--- config.mk ---
export PLATFORM = sky130hd
export DESIGN_NAME = jtag_dtm
export DESIGN_NICKNAME = d
export VERILOG_FILES = /design/src/rtl/jtag_dtm.sv
export SDC_FILE = /design/constraint.sdc
export NUM_CORES = 1
export LEC_CHECK = 0
export BUFFER_PORTS_ARGS = -buffer_cell sky130_fd_sc_hd__buf_4
export CAP_MARGIN = 15
export CORE_AREA = 2 2 133 135
export CTS_CLUSTER_DIAMETER = 50
export CTS_CLUSTER_SIZE = 10
export DETAILED_ROUTE_END_ITERATION = 8
export DIE_AREA = 0 0 135 137
export SLEW_MARGIN = 0
export SYNTH_ARGS = -nofsm -noshare
export SYNTH_HDL_FRONTEND = slang
export SYNTH_SLANG_ARGS = --single-unit
export TNS_END_PERCENT = 5
--- constraint.sdc ---
create_clock -name clk -period 2.47 [get_ports clk]
set_clock_uncertainty 0.05 [all_clocks]
set_input_delay 0.1235 -clock clk [delete_from_list [all_inputs] [get_ports clk]]
set_output_delay 0.1235 -clock clk [all_outputs]
set_load 0.005 [all_outputs]
--- src/rtl/jtag_dtm.sv ---
// rtl/jtag_dtm.sv - JTAG debug transport module: oversampled TAP bridged to a DMI request port
// Ports: clk, resetn         system clock, asynchronous active-low reset
//        jtag_tck/tms/tdi   JTAG pins, sampled by clk through two-flop synchronizers
//        jtag_tdo           registered serial out, updated on tck fall events
//        dmi_valid/ready    single-outstanding request handshake (transfer when both high)
//        dmi_write/addr/wdata request fields, dmi_rdata read data in the transfer cycle
module jtag_dtm #(
   parameter logic [31:0] IDCODE = 32'h1000_0CFB,
   parameter int unsigned ABITS  = 7
) (
   input  logic        clk,
   input  logic        resetn,
   input  logic        jtag_tck,
   input  logic        jtag_tms,
   input  logic        jtag_tdi,
   output logic        jtag_tdo,
   output logic        dmi_valid,
   input  logic        dmi_ready,
   output logic        dmi_write,
   output logic [8:2]  dmi_addr,
   output logic [31:0] dmi_wdata,
   input  logic [31:0] dmi_rdata
);

   typedef enum logic [3:0] {
      TLR, RTI, SEL_DR, CAP_DR, SHIFT_DR, EXIT1_DR, PAUSE_DR, EXIT2_DR, UPD_DR,
      SEL_IR, CAP_IR, SHIFT_IR, EXIT1_IR, PAUSE_IR, EXIT2_IR, UPD_IR
   } tap_e;

   localparam logic [4:0] IR_IDCODE = 5'h01;
   localparam logic [4:0] IR_DTMCS  = 5'h10;
   localparam logic [4:0] IR_DMI    = 5'h11;

   logic [1:0]  tck_sync_q, tck_sync_d, tms_sync_q, tms_sync_d, tdi_sync_q, tdi_sync_d;
   logic        tck_dly_q, tck_dly_d;
   tap_e        tap_q, tap_d, tap_next;
   logic [4:0]  ir_q, ir_d, ir_sr_q, ir_sr_d;
   logic [40:0] dr_q, dr_d;
   logic        tdo_q, tdo_d;
   logic [1:0]  dmistat_q, dmistat_d;
   logic        dmi_valid_q, dmi_valid_d, dmi_write_q, dmi_write_d;
   logic [6:0]  dmi_addr_q, dmi_addr_d, last_addr_q, last_addr_d;
   logic [31:0] dmi_wdata_q, dmi_wdata_d, last_data_q, last_data_d;

   logic        tck_rise, tck_fall, tms, tdi;
   logic [31:0] dtmcs_val;
   logic [1:0]  dmi_status;

   assign tck_rise   = tck_sync_q[1] & ~tck_dly_q;
   assign tck_fall   = ~tck_sync_q[1] & tck_dly_q;
   assign tms        = tms_sync_q[1];
   assign tdi        = tdi_sync_q[1];
   assign dtmcs_val  = {14'h0, 3'b000, 3'd1, dmistat_q, 6'(ABITS), 4'h1};
   // Sticky error wins over busy so the debugger sees the cause first.
   assign dmi_status = (dmistat_q != 2'd0) ? dmistat_q : (dmi_valid_q ? 2'd3 : 2'd0);

   assign jtag_tdo  = tdo_q;
   assign dmi_valid = dmi_valid_q;
   assign dmi_write = dmi_write_q;
   assign dmi_addr  = dmi_addr_q;
   assign dmi_wdata = dmi_wdata_q;

   always_comb begin
      tap_next = tap_q;
      case (tap_q)
         TLR:      tap_next = tms ? TLR      : RTI;
         RTI:      tap_next = tms ? SEL_DR   : RTI;
         SEL_DR:   tap_next = tms ? SEL_IR   : CAP_DR;
         CAP_DR:   tap_next = tms ? EXIT1_DR : SHIFT_DR;
         SHIFT_DR: tap_next = tms ? EXIT1_DR : SHIFT_DR;
         EXIT1_DR: tap_next = tms ? UPD_DR   : PAUSE_DR;
         PAUSE_DR: tap_next = tms ? EXIT2_DR : PAUSE_DR;
         EXIT2_DR: tap_next = tms ? UPD_DR   : SHIFT_DR;
         UPD_DR:   tap_next = tms ? SEL_DR   : RTI;
         SEL_IR:   tap_next = tms ? TLR      : CAP_IR;
         CAP_IR:   tap_next = tms ? EXIT1_IR : SHIFT_IR;
         SHIFT_IR: tap_next = tms ? EXIT1_IR : SHIFT_IR;
         EXIT1_IR: tap_next = tms ? UPD_IR   : PAUSE_IR;
         PAUSE_IR: tap_next = tms ? EXIT2_IR : PAUSE_IR;
         EXIT2_IR: tap_next = tms ? UPD_IR   : SHIFT_IR;
         UPD_IR:   tap_next = tms ? SEL_DR   : RTI;
      endcase
   end

   always_comb begin
      tck_sync_d  = {tck_sync_q[0], jtag_tck};
      tms_sync_d  = {tms_sync_q[0], jtag_tms};
      tdi_sync_d  = {tdi_sync_q[0], jtag_tdi};
      tck_dly_d   = tck_sync_q[1];
      tap_d       = tck_rise ? tap_next : tap_q;
      ir_d        = ir_q;
      ir_sr_d     = ir_sr_q;
      dr_d        = dr_q;
      tdo_d       = tdo_q;
      dmistat_d   = dmistat_q;
      dmi_valid_d = dmi_valid_q;
      dmi_write_d = dmi_write_q;
      dmi_addr_d  = dmi_addr_q;
      dmi_wdata_d = dmi_wdata_q;
      last_addr_d = last_addr_q;
      last_data_d = last_data_q;

      // Request completion is independent of the TAP so a scan never strands a transfer.
      if (dmi_valid_q && dmi_ready) begin
         dmi_valid_d = 1'b0;
         last_addr_d = dmi_addr_q;
         last_data_d = dmi_write_q ? dmi_wdata_q : dmi_rdata;
      end

      if (tck_fall) begin
         if (tap_q == SHIFT_IR)      tdo_d = ir_sr_q[0];
         else if (tap_q == SHIFT_DR) tdo_d = dr_q[0];
         else                        tdo_d = 1'b0;
      end

      // All TAP actions use the state held during the rising tck event.
      if (tck_rise) begin
         case (tap_q)
            CAP_IR:   ir_sr_d = 5'b00001;
            SHIFT_IR: ir_sr_d = {tdi, ir_sr_q[4:1]};
            UPD_IR:   ir_d    = ir_sr_q;
            CAP_DR: begin
               case (ir_q)
                  IR_IDCODE: dr_d = {9'h0, IDCODE};
                  IR_DTMCS:  dr_d = {9'h0, dtmcs_val};
                  IR_DMI:    dr_d = {last_addr_q, last_data_q, dmi_status};
                  default:   dr_d = '0;
               endcase
            end
            SHIFT_DR: begin
               // Each register is shifted at its own length; tdi enters its MSB.
               dr_d = {1'b0, dr_q[40:1]};
               case (ir_q)
                  IR_IDCODE, IR_DTMCS: dr_d[31] = tdi;
                  IR_DMI:              dr_d[40] = tdi;
                  default:             dr_d[0]  = tdi;
               endcase
            end
            UPD_DR: begin
               if (ir_q == IR_DTMCS) begin
                  if (dr_q[17]) begin
                     dmistat_d   = 2'd0;
                     dmi_valid_d = 1'b0;
                  end else if (dr_q[16]) begin
                     dmistat_d = 2'd0;
                  end
               end else if (ir_q == IR_DMI && (dr_q[1:0] == 2'd1 || dr_q[1:0] == 2'd2)) begin
                  if (dmi_valid_q) begin
                     dmistat_d = 2'd3;
                  end else if (dmistat_q == 2'd0) begin
                     dmi_valid_d = 1'b1;
                     dmi_write_d = (dr_q[1:0] == 2'd2);
                     dmi_addr_d  = dr_q[40:34];
                     dmi_wdata_d = dr_q[33:2];
                  end
               end
            end
            default: ;
         endcase
      end

      if (tap_q == TLR) ir_d = IR_IDCODE;
   end

   always_ff @(posedge clk or negedge resetn) begin
      if (!resetn) begin
         tck_sync_q  <= '0;
         tms_sync_q  <= '0;
         tdi_sync_q  <= '0;
         tck_dly_q   <= 1'b0;
         tap_q       <= TLR;
         ir_q        <= IR_IDCODE;
         ir_sr_q     <= '0;
         dr_q        <= '0;
         tdo_q       <= 1'b0;
         dmistat_q   <= 2'd0;
         dmi_valid_q <= 1'b0;
         dmi_write_q <= 1'b0;
         dmi_addr_q  <= '0;
         dmi_wdata_q <= '0;
         last_addr_q <= '0;
         last_data_q <= '0;
      end else begin
         tck_sync_q  <= tck_sync_d;
         tms_sync_q  <= tms_sync_d;
         tdi_sync_q  <= tdi_sync_d;
         tck_dly_q   <= tck_dly_d;
         tap_q       <= tap_d;
         ir_q        <= ir_d;
         ir_sr_q     <= ir_sr_d;
         dr_q        <= dr_d;
         tdo_q       <= tdo_d;
         dmistat_q   <= dmistat_d;
         dmi_valid_q <= dmi_valid_d;
         dmi_write_q <= dmi_write_d;
         dmi_addr_q  <= dmi_addr_d;
         dmi_wdata_q <= dmi_wdata_d;
         last_addr_q <= last_addr_d;
         last_data_q <= last_data_d;
      end
   end

endmodule
==> impl_metrics.yaml, run 1 <==
run_status:
  status: "finished, final reports clean"
floorplanning:
  design.core.area_mm2: 0.0171
  die_y_um: 137
  io_pins: 80
  num_rows: 48
  die_w_um: 135
  dieArea_mm2: 0.0185
  initial_utilization_pct: 38.4
drt:
  num_vias: 4660
  routedWlPerCell_um: 16.9
  vias_per_cell: 5.17
  drc: 0
  drt_iter0_markers: 262
  ant_nets: 0
  drt-total-wl_um: 15200
  drt-pass1-iter-count: 4
synth:
  synthMuxAreaShare_pct: 15.5
  syn-cell-area_mm2: 0.00656
  netlist_instances: 551
  ys_seq_area_share_pct: 55.0
  synthSimpleGateAreaFrac_pct: 8.85
  yosys_register_bits: 144
  synthXorXnorAreaFrac_pct: 0.267
  synth_edf_count: 0
  yosysWarnings: 0
  synth_nets: 590
  ys_async_sr_fraction_pct: 100
  synth_adder_area_share_pct: 0.191
  synth.distinct_cells: 60
  syn_area_per_cell_um2: 11.9
  synth_top_family_by_area: "compound AO/OA/AOI/OAI gates"
  synth_compound_area_share_pct: 16.2
  synth_ff_type: "dfrtp_1"
grt:
  grt_max_degree: 69
  antenna_found_initial: 0
  grt-ovfl-total: 0
  grt_pass1_vias: 4771
  grt_pass1_wl_um: 25400
  grtUsageTotal_pct: 17.6
place:
  post-dp-hpwl_um: 9900
  gp_congestion: 0.854
  post-place-cells: 837
  post_dp_cell_area_mm2: 0.00747
  io_buffers: 79
cts:
  cts_num_sinks: 144
  cts-root-buf: "clkbuf_16"
  clkTransAtPathRegs_ns: 0.06
  clkLatencyLatePin_ns: 0.42
  numCtsBuffers: 17
  postCtsResizedCells: 0
  clock_path_buffers: 2
  htree_num_levels: 4
  cts_tree: "built"
setup_path:
  cp.arrival_ns: 2.53
  critical-path-top-delay-family: "simple AND/OR/NAND/NOR gates"
  cp_slowest_cell: "or4_2"
  crit_path_max_incr_delay_ns: 0.69
  critPathMaxFanout: 14
  cp_data_required_time_ns: 2.72
  crit_chain: "nor2_2, nand3_2, or4_2, buf_4, mux2_4"
  end_kind: "flop"
  ff2ff_setup_slack_ns: 0.20
  crit_buf_inv: 1
  start_kind: "flop"
  crit_type: "reg2reg"
timing:
  period_share_pct: 92.0
  relSlewSlack_pct: 55.5
  rsz0062_at_grt: "false"
  worst_slew_pin_slew_ns: 0.667
  fmax_mhz: 440
  final_max_slew_viol_count: 0
  setup_viol: 0
  hold_viol_final: 0
  timing.setup.tns_ns: 0
  hold_slack_ns: 0.0132
  period_minus_slack_ns: 2.27
run:
  max_cap_violations: 0
layout:
  synthToLayoutAreaGrowth_pct: 28.0
  layout-drive-gt1-share_pct: 27.8
  final_area_mm2: 0.00839
  n_antenna_cell: 0
  fin_nets: 703
  finalNonFillerCells: 901
worst_hold_path:
  min_path_type: "in2reg"
power:
  vdd_ir_drop_max_mv: 0.475
  fin_total_pwr_mw: 6.68
  power.static_leakage_nw: 4.16
  p_per_area_mw_per_mm2: 796
cells by family (layout without fill, tap and decap cells):
family | after synthesis | count (layout)
AO/OA/AOI/OAI | 158 | 158
flip-flops | 144 | 144
AND/OR/NAND/NOR | 116 | 116
multiplexers | 81 | 81
buffers and inverters | 49 | 174
XOR/XNOR | 2 | 2
adder cells (fa/ha/maj) | 1 | 1
worst reg2reg max path, delay by kind of cell, from the launching register on:
family                 cells  cell delay (ns)
and+or+nand+nor            3             1.02
DFF                        1             0.49
muxes                      1             0.32
buffers and inverters      1             0.27
area by class of cell:
class | count | area [um^2]
Timing Repair Buffer | 134 | 1180
Tap cell | 225 | 282
Clock buffer | 25 | 485
Fill cell | 1563 | 8660
Inverter | 9 | 33.8
Sequential cell | 144 | 3610
Clock inverter | 6 | 105
Multi-Input combinational cell | 358 | 2700
synth_stat cells (all sizes together), types with 2 or more instances:
| cell | count | area share, % |
|---|---|---|
| mux2 | 47 | 10 |
| o211ai | 4 | 0.46 |
| nor4b | 2 | 0.36 |
| o31a | 3 | 0.40 |
| nor2b | 8 | 0.76 |
| mux2i | 34 | 5.2 |
| dfrtp | 143 | 55 |
| buf | 25 | 2.6 |
| a21o | 27 | 3.1 |
| nand3 | 8 | 0.69 |
| a22oi | 4 | 0.46 |
| nor3 | 7 | 0.78 |
| clkbuf | 15 | 0.86 |
| or4b | 2 | 0.31 |
| nor4 | 2 | 0.19 |
| nor2 | 45 | 2.7 |
| o31ai | 3 | 0.34 |
| o21ai | 25 | 1.9 |
| inv | 9 | 0.52 |
| and2 | 2 | 0.19 |
| nand4 | 2 | 0.19 |
| a22o | 27 | 3.6 |
| o41ai | 2 | 0.27 |
| nand2 | 29 | 1.7 |
| o2bb2a | 3 | 0.46 |
| o21a | 2 | 0.23 |
| nand2b | 3 | 0.29 |
| a21oi | 47 | 3.6 |
| a211oi | 2 | 0.23 |
state kept, by name, summed over array words and instances (netlist names), 2 cells and up:
register     flops
dr_q            41
ir_q             5
ir_sr_q          5
last_data_q     32
tap_q            4
tdi_sync_q       2
dmi_addr         7
tck_sync_q       2
last_addr_q      7
tms_sync_q       2
dmi_wdata       32
worst paths after layout:
kind,endpoint,startpoint,depth (start not counted)
setup / recovery,dmi_wdata[5],tap_q[0],5
hold / removal,last_data_q[17],dmi_rdata[17],3
setup reg to reg,dmi_wdata[5],tap_q[0],5
hold reg to reg,tms_sync_q[1],tms_sync_q[0],0
max in group asynchronous,dr_q[14],resetn,3
min in group asynchronous,dmi_addr[3],resetn,2
timing repair:
action                                  4_1_cts  5_1_grt
hold endpoints to repair                     97        0
hold buffers                                 33        0
buffers inserted                              0        0
endpoints found under the setup margin        0        0
report_power, final:
part / switching, mW / internal (mW)
logic: 0.684 / 0.546
registers: 0.230 / 2.63
clock network: 0.936 / 1.66
stage by stage:
stage / setup slack (ns) / util, %
after floorplan: 0.455 / -
after CTS: 0.198 / 49.2
final: 0.197 / 49.2
after global placement: 0.294 / 43.8
after global routing: 0.107 / 49.2
after detailed placement: 0.225 / 43.8
layout by cell type, fill, tap and decap left out, types with 8 or more instances in the layout:
master / n
clkbuf_16: 17
nor2_1: 43
mux2_4: 39
a22o_1: 27
mux2i_1: 34
buf_4: 93
o21ai_0: 16
a21oi_1: 47
dlygate4sd3_1: 33
dfrtp_1: 142
nand2_1: 29
o21ai_1: 9
mux2_2: 8
nor2b_1: 8
inv_1: 9
a21o_1: 27
layer usage:
| metal | vias up | global-route usage (%) | routed length (um) |
|---|---|---|---|
| li1 | 2215 | - | - |
| met1 | 2307 | 24.2 | 7270 |
| met2 | 116 | 27.3 | 6970 |
| met3 | 22 | 4.15 | 725 |
| met4 | 0 | 6.48 | 283 |
| met5 | - | 0 | 0 |
Note: power is estimated with default switching activity, not from simulation.
==> inputs of run 2 (changes only) <==
--- a/config.mk
+++ b/config.mk
@@ -12,6 +12,7 @@
 export CTS_CLUSTER_SIZE = 10
 export DETAILED_ROUTE_END_ITERATION = 8
 export DIE_AREA = 0 0 135 137
+export PLACE_DENSITY = 0.57
 export SLEW_MARGIN = 0
 export SYNTH_ARGS = -nofsm -noshare
 export SYNTH_HDL_FRONTEND = slang
==> impl_metrics.yaml, run 2 (synthesized netlist as in run 1, its figures left out) <==
layout:
  layout.cells.most_common: "dfrtp_1"
  layout_common_cells: "142 x dfrtp_1, 96 x buf_4, 47 x a21oi_1"
  synthToLayoutAreaGrowth_pct: 28.9
  final_area_mm2: 0.00845
  fin_nets: 706
  final_util_pct: 49.6
  top_register: "dr_q"
  layout-drive-gt1-share_pct: 28.7
  n_antenna_cell: 0
  largest_reg_flops: 41
  nFillCells: 1528
setup_path:
  crit_type: "reg2reg"
  critPathMaxFanout: 22
  cp.arrival_ns: 2.49
  cp_data_required_time_ns: 2.73
  reg2reg_to: "dmi_wdata[24]"
  start_kind: "flop"
  ff2ff_setup_slack_ns: 0.23
  end_kind: "flop"
  r2r_cells: 5
  r2r_start: "tap_q[1]"
timing:
  setup_viol: 0
  worst_slew_pin_slew_ns: 0.552
  period_share_pct: 90.6
  fin_ws_ns: 0.233
  timing.setup.tns_ns: 0
  final_max_slew_viol_count: 0
  period_minus_slack_ns: 2.24
  hold_viol_final: 0
  relSlewSlack_pct: 63.2
  rsz0062_at_grt: "false"
  fmax_mhz: 447
floorplanning:
  dieArea_mm2: 0.0185
  die_y_um: 137
  num_rows: 48
  die_w_um: 135
  design.core.area_mm2: 0.0171
  initial_utilization_pct: 38.4
  io_pins: 80
cts:
  postCtsSetupRepairBufs: 0
  clock_path_buffers: 2
  clkLatencyLatePin_ns: 0.42
  cts_tree: "built"
  clkTransAtPathRegs_ns: 0.06
  cts-root-buf: "clkbuf_16"
  cts_num_sinks: 144
  htree_num_levels: 4
  holdBufCountCts: 34
  numCtsBuffers: 17
  postCtsResizedCells: 0
drt:
  drt_iter0_markers: 225
  num_vias: 4656
  routedWlPerCell_um: 16.5
  drt-pass1-iter-count: 4
  drc: 0
  drt-total-wl_um: 15000
  ant_nets: 0
  vias_per_cell: 5.14
grt:
  grt-ovfl-total: 0
  grt_max_degree: 63
  grt_pass1_wl_um: 24800
  grt_pass1_vias: 4868
  grtUsageTotal_pct: 17.1
  antenna_found_initial: 0
power:
  clkPwrFrac_pct: 39.9
  intPower_mw: 4.94
  combPwrFrac_pct: 18.1
  p_seq_share_pct: 41.9
  p_switching_mw: 1.90
  power.static_leakage_nw: 4.18
  p_per_area_mw_per_mm2: 810
  fin_total_pwr_mw: 6.85
  swShare_pct: 27.8
  vdd_ir_drop_max_mv: 0.565
place:
  pre_cts_ws_ns: 0.250
  post-dp-hpwl_um: 9780
  io_buffers: 79
  gp_congestion: 0.791
  post_dp_cell_area_mm2: 0.00748
worst_hold_path:
  holdPathStages: 3
  min_from: "dmi_rdata[24]"
  min_to: "last_data_q[24]"
  min_path_type: "in2reg"
run:
  max_cap_violations: 0
run_status:
  status: "finished, final reports clean"
## run 2: cell types whose count changed in the layout (fill, tap and decap cells not counted)
cell / previous run / this run
clkbuf_1: 5 / 1
buf_4: 93 / 96
clkinv_4: 0 / 3
inv_6: 0 / 2
buf_12: 7 / 6
bufinv_16: 3 / 4
clkbuf_8: 3 / 2
clkinv_2: 3 / 2
clkinvlp_4: 0 / 1
dlygate4sd3_1: 33 / 34
## run 2: cell type report
class	count	area [um^2]	share of cell area, %
Inverter	9	33.8	0.400
Tap cell	225	282	3.33
Multi-Input combinational cell	358	2700	32.0
Clock buffer	20	457	5.40
Clock inverter	12	181	2.15
Timing Repair Buffer	137	1190	14.1
Sequential cell	144	3610	42.7
## run 2: how the worst max path moves through the flow
stage / startpoint / endpoint / slack (ns) / depth (start not counted)
finish: tap_q[1] / dmi_wdata[24] / 0.23 / 5
global route: tap_q[2] / dr_q[39] / 0.15 / 6
CTS: tap_q[1] / dmi_wdata[22] / 0.24 / 5
detailed placement: tap_q[1] / dmi_addr[6] / 0.25 / 5
global placement: ir_q[1] / dmi_wdata[31] / 0.26 / 5
floorplan: ir_q[0] / dmi_addr[2] / 0.45 / 6
## run 2: critical path: stages (launching register included)
cell and delay [ns]:
dfrtp_1 0.45, nor2_2 0.20, nand3_2 0.14, or4_2 0.64, buf_4 0.29, mux2_4 0.34
## run 2: stage by stage
stage / instances / hold slack [ns]
3_5_place_dp: 839 / 0.0918
4_1_cts: 905 / 0.000198
5_1_grt: 905 / 0.0351
2_1_floorplan: 551 / -0.222
6_report: 905 / 0.0112
3_3_place_gp: 839 / 0.0884
## run 2: layer usage
metal	share of wire, %	GRT usage (%)	up-vias	routed length [um]
met5	0	0	-	0
met4	0.78	4.98	0	116
met3	3.9	3.96	14	581
met2	49	28.7	106	7280
met1	47	22.3	2315	6980
li1	-	-	2221	-
## run 2: power groups by stage
stage	Sequential (mW)	Combinational [mW]	Clock, mW
after floorplan	2.80	0.864	0
after global placement	2.90	1.16	0
after detailed placement	2.91	1.20	0
after CTS	2.87	1.26	2.80
after global routing	2.91	1.40	2.90
final	2.87	1.24	2.74
==> inputs of run 3 (changes only) <==
--- a/config.mk
+++ b/config.mk
@@ -5,13 +5,14 @@
 export SDC_FILE = /design/constraint.sdc
 export NUM_CORES = 1
 export LEC_CHECK = 0
+export ABC_AREA = 1
 export BUFFER_PORTS_ARGS = -buffer_cell sky130_fd_sc_hd__buf_4
 export CAP_MARGIN = 15
-export CORE_AREA = 2 2 133 135
+export CORE_AREA = 2 2 132 134
 export CTS_CLUSTER_DIAMETER = 50
 export CTS_CLUSTER_SIZE = 10
 export DETAILED_ROUTE_END_ITERATION = 8
-export DIE_AREA = 0 0 135 137
+export DIE_AREA = 0 0 134 136
 export PLACE_DENSITY = 0.57
 export SLEW_MARGIN = 0
 export SYNTH_ARGS = -nofsm -noshare
==> impl_metrics.yaml, run 3 <==
place:
  post_dp_cell_area_mm2: 0.00732
  post-dp-hpwl_um: 10900
  io_buffers: 79
  post-place-cells: 1045
  gp_congestion: 0.890
layout:
  fin_nets: 915
  nFillCells: 1640
  finalNonFillerCells: 1113
  n_antenna_cell: 0
  layout.cells.most_common: "nand2_1"
  final_area_mm2: 0.00831
  top_register: "dr_q"
  largest_reg_flops: 41
  layout-drive-gt1-share_pct: 16.3
  layout_common_cells: "209 x nand2_1, 143 x dfrtp_1, 91 x buf_4"
  synthToLayoutAreaGrowth_pct: 28.3
drt:
  routedWlPerCell_um: 15.2
  drc: 0
  num_vias: 5496
  drt_iter0_markers: 440
  vias_per_cell: 4.94
  drt-pass1-iter-count: 5
  ant_nets: 0
  drt-total-wl_um: 17000
synth:
  synth_top_cell_by_area: "dfrtp_1"
  yosysWarnings: 0
  synth.distinct_cells: 29
  netlist_instances: 766
  syn-cell-area_mm2: 0.00648
  ys_top_cells_by_count: "209 x nand2_1, 143 x dfrtp_1, 79 x nand3_1"
  synthMostInstantiatedCell: "nand2_1"
  synth_nets: 805
  yosys_register_bits: 144
  synthDominantCellAreaShare_pct: 55.2
  syn_area_per_cell_um2: 8.46
  ys_async_sr_fraction_pct: 100
  synthTopCellsByArea: "dfrtp_1 55%, nand2_1 12%, nand3_1 6.1%"
  synth_ff_type: "dfrtp_1"
  ys_seq_area_share_pct: 55.6
  synth_edf_count: 0
timing:
  timing.setup.tns_ns: 0
  setup_viol: 0
  rsz0062_at_grt: "false"
  period_share_pct: 79.9
  worst_slew_pin_slew_ns: 0.524
  period_minus_slack_ns: 1.97
  relSlewSlack_pct: 65.0
  hold_slack_ns: 0.172
  final_max_slew_viol_count: 0
  hold_viol_final: 0
  fmax_mhz: 507
setup_path:
  crit_type: "reg2reg"
  crit_buf_inv: 0
  cp.arrival_ns: 2.28
  ff2ff_setup_slack_ns: 0.50
  critPathMaxFanout: 28
  cp_data_required_time_ns: 2.78
  cp_slowest_cell: "dfrtp_1"
  crit_chain: "nor2_2, nand2_2, o21ai_4, nand2_4, nor2_8, nand3_1, nand2_1"
  r2r_cells: 7
  crit_path_max_incr_delay_ns: 0.49
  start_kind: "flop"
  critical-path-top-delay-family: "simple AND/OR/NAND/NOR gates"
  r2r_start: "tap_q[0]"
  reg2reg_to: "dr_q[30]"
  end_kind: "flop"
power:
  vdd_ir_drop_max_mv: 0.560
  p_per_area_mw_per_mm2: 778
  p_switching_mw: 1.77
  fin_total_pwr_mw: 6.46
  power.static_leakage_nw: 4.16
  p_seq_share_pct: 43.4
  intPower_mw: 4.69
  swShare_pct: 27.4
  combPwrFrac_pct: 14.6
  clkPwrFrac_pct: 42.0
cts:
  postCtsResizedCells: 0
  numCtsBuffers: 17
  clock_path_buffers: 2
  clkLatencyLatePin_ns: 0.42
  htree_num_levels: 4
  cts_tree: "built"
  cts_num_sinks: 144
  clkTransAtPathRegs_ns: 0.06
  cts-root-buf: "clkbuf_16"
floorplanning:
  io_pins: 80
  dieArea_mm2: 0.0182
  die_y_um: 136
  initial_utilization_pct: 38.4
  num_rows: 48
  design.core.area_mm2: 0.0169
  die_w_um: 134
grt:
  grt-ovfl-total: 0
  grt_max_degree: 54
  antenna_found_initial: 0
  grtUsageTotal_pct: 20.0
  grt_pass1_wl_um: 28300
  grt_pass1_vias: 5524
worst_hold_path:
  min_path_type: "in2async"
run_status:
  status: "finished, final reports clean"
run:
  max_cap_violations: 0
-- run 3: worst reg2reg max path, delay by kind of cell, from the launching register on --
family / cells / cell delay [ns]
AND/OR/NAND/NOR: 6 / 1.28
AO/OA/AOI/OAI: 1 / 0.09
flip-flops: 1 / 0.49
-- run 3: cell type report --
cell class | count | area [um^2] | share of cell area, %
well taps | 225 | 282 | 3.39
clock inverters | 9 | 156 | 1.88
multi-input cells | 539 | 2520 | 30.3
repair buffers | 132 | 1120 | 13.5
inverters | 42 | 158 | 1.90
clock buffers | 22 | 464 | 5.59
flip-flops and latches | 144 | 3600 | 43.4
-- run 3: worst max-delay path by stage --
stage	from	end	slack (ns)	cells after the start
detailed placement	tap_q[0]	dr_q[30]	0.53	7
global placement	ir_q[0]	dmi_wdata[10]	0.57	10
floorplan	ir_q[0]	dmi_wdata[3]	0.85	10
global route	tap_q[0]	dr_q[30]	0.28	7
finish	tap_q[0]	dr_q[30]	0.50	7
CTS	tap_q[0]	dr_q[30]	0.49	7
-- run 3: power by group through the flow --
stage	clock (mW)	combinational, mW	sequential, mW
3_3_place_gp	0	0.901	2.85
4_1_cts	2.77	0.953	2.81
2_1_floorplan	0	0.653	2.77
5_1_grt	2.88	1.07	2.84
3_5_place_dp	0	0.903	2.84
6_report	2.71	0.944	2.81
-- run 3: timing repair --
action / 4_1_cts / 5_1_grt
endpoints found under the hold margin: 86 / 0
buffers inserted: 0 / 0
hold buffers: 37 / 0
-- run 3: metrics by stage --
stage	setup slack [ns]	util [%]
5_1_grt	0.276	49.2
4_1_cts	0.488	49.2
6_report	0.497	49.2
3_5_place_dp	0.527	43.4
3_3_place_gp	0.566	43.4
2_1_floorplan	0.845	-
-- run 3: cells by family after synthesis --
| kind of cell | Yosys count | synth area share (%) |
|---|---|---|
| buffers and inverters | 83 | 5.47 |
| muxes | 1 | 0.174 |
| AOI/OAI and AO/OA | 149 | 13.0 |
| and+or+nand+nor | 388 | 25.5 |
| DFF | 144 | 55.7 |
| adders and majority gates | 1 | 0.193 |
-- run 3: per-layer routing --
metal  global-route usage (%)  vias to the layer above  routed length [um]
met5                        0                        -                   0
met4                     5.79                        0                 192
met3                     4.14                       19                 639
met2                     32.2                      112                7960
met1                     27.5                     2624                8180
li1                         -                     2741                   -
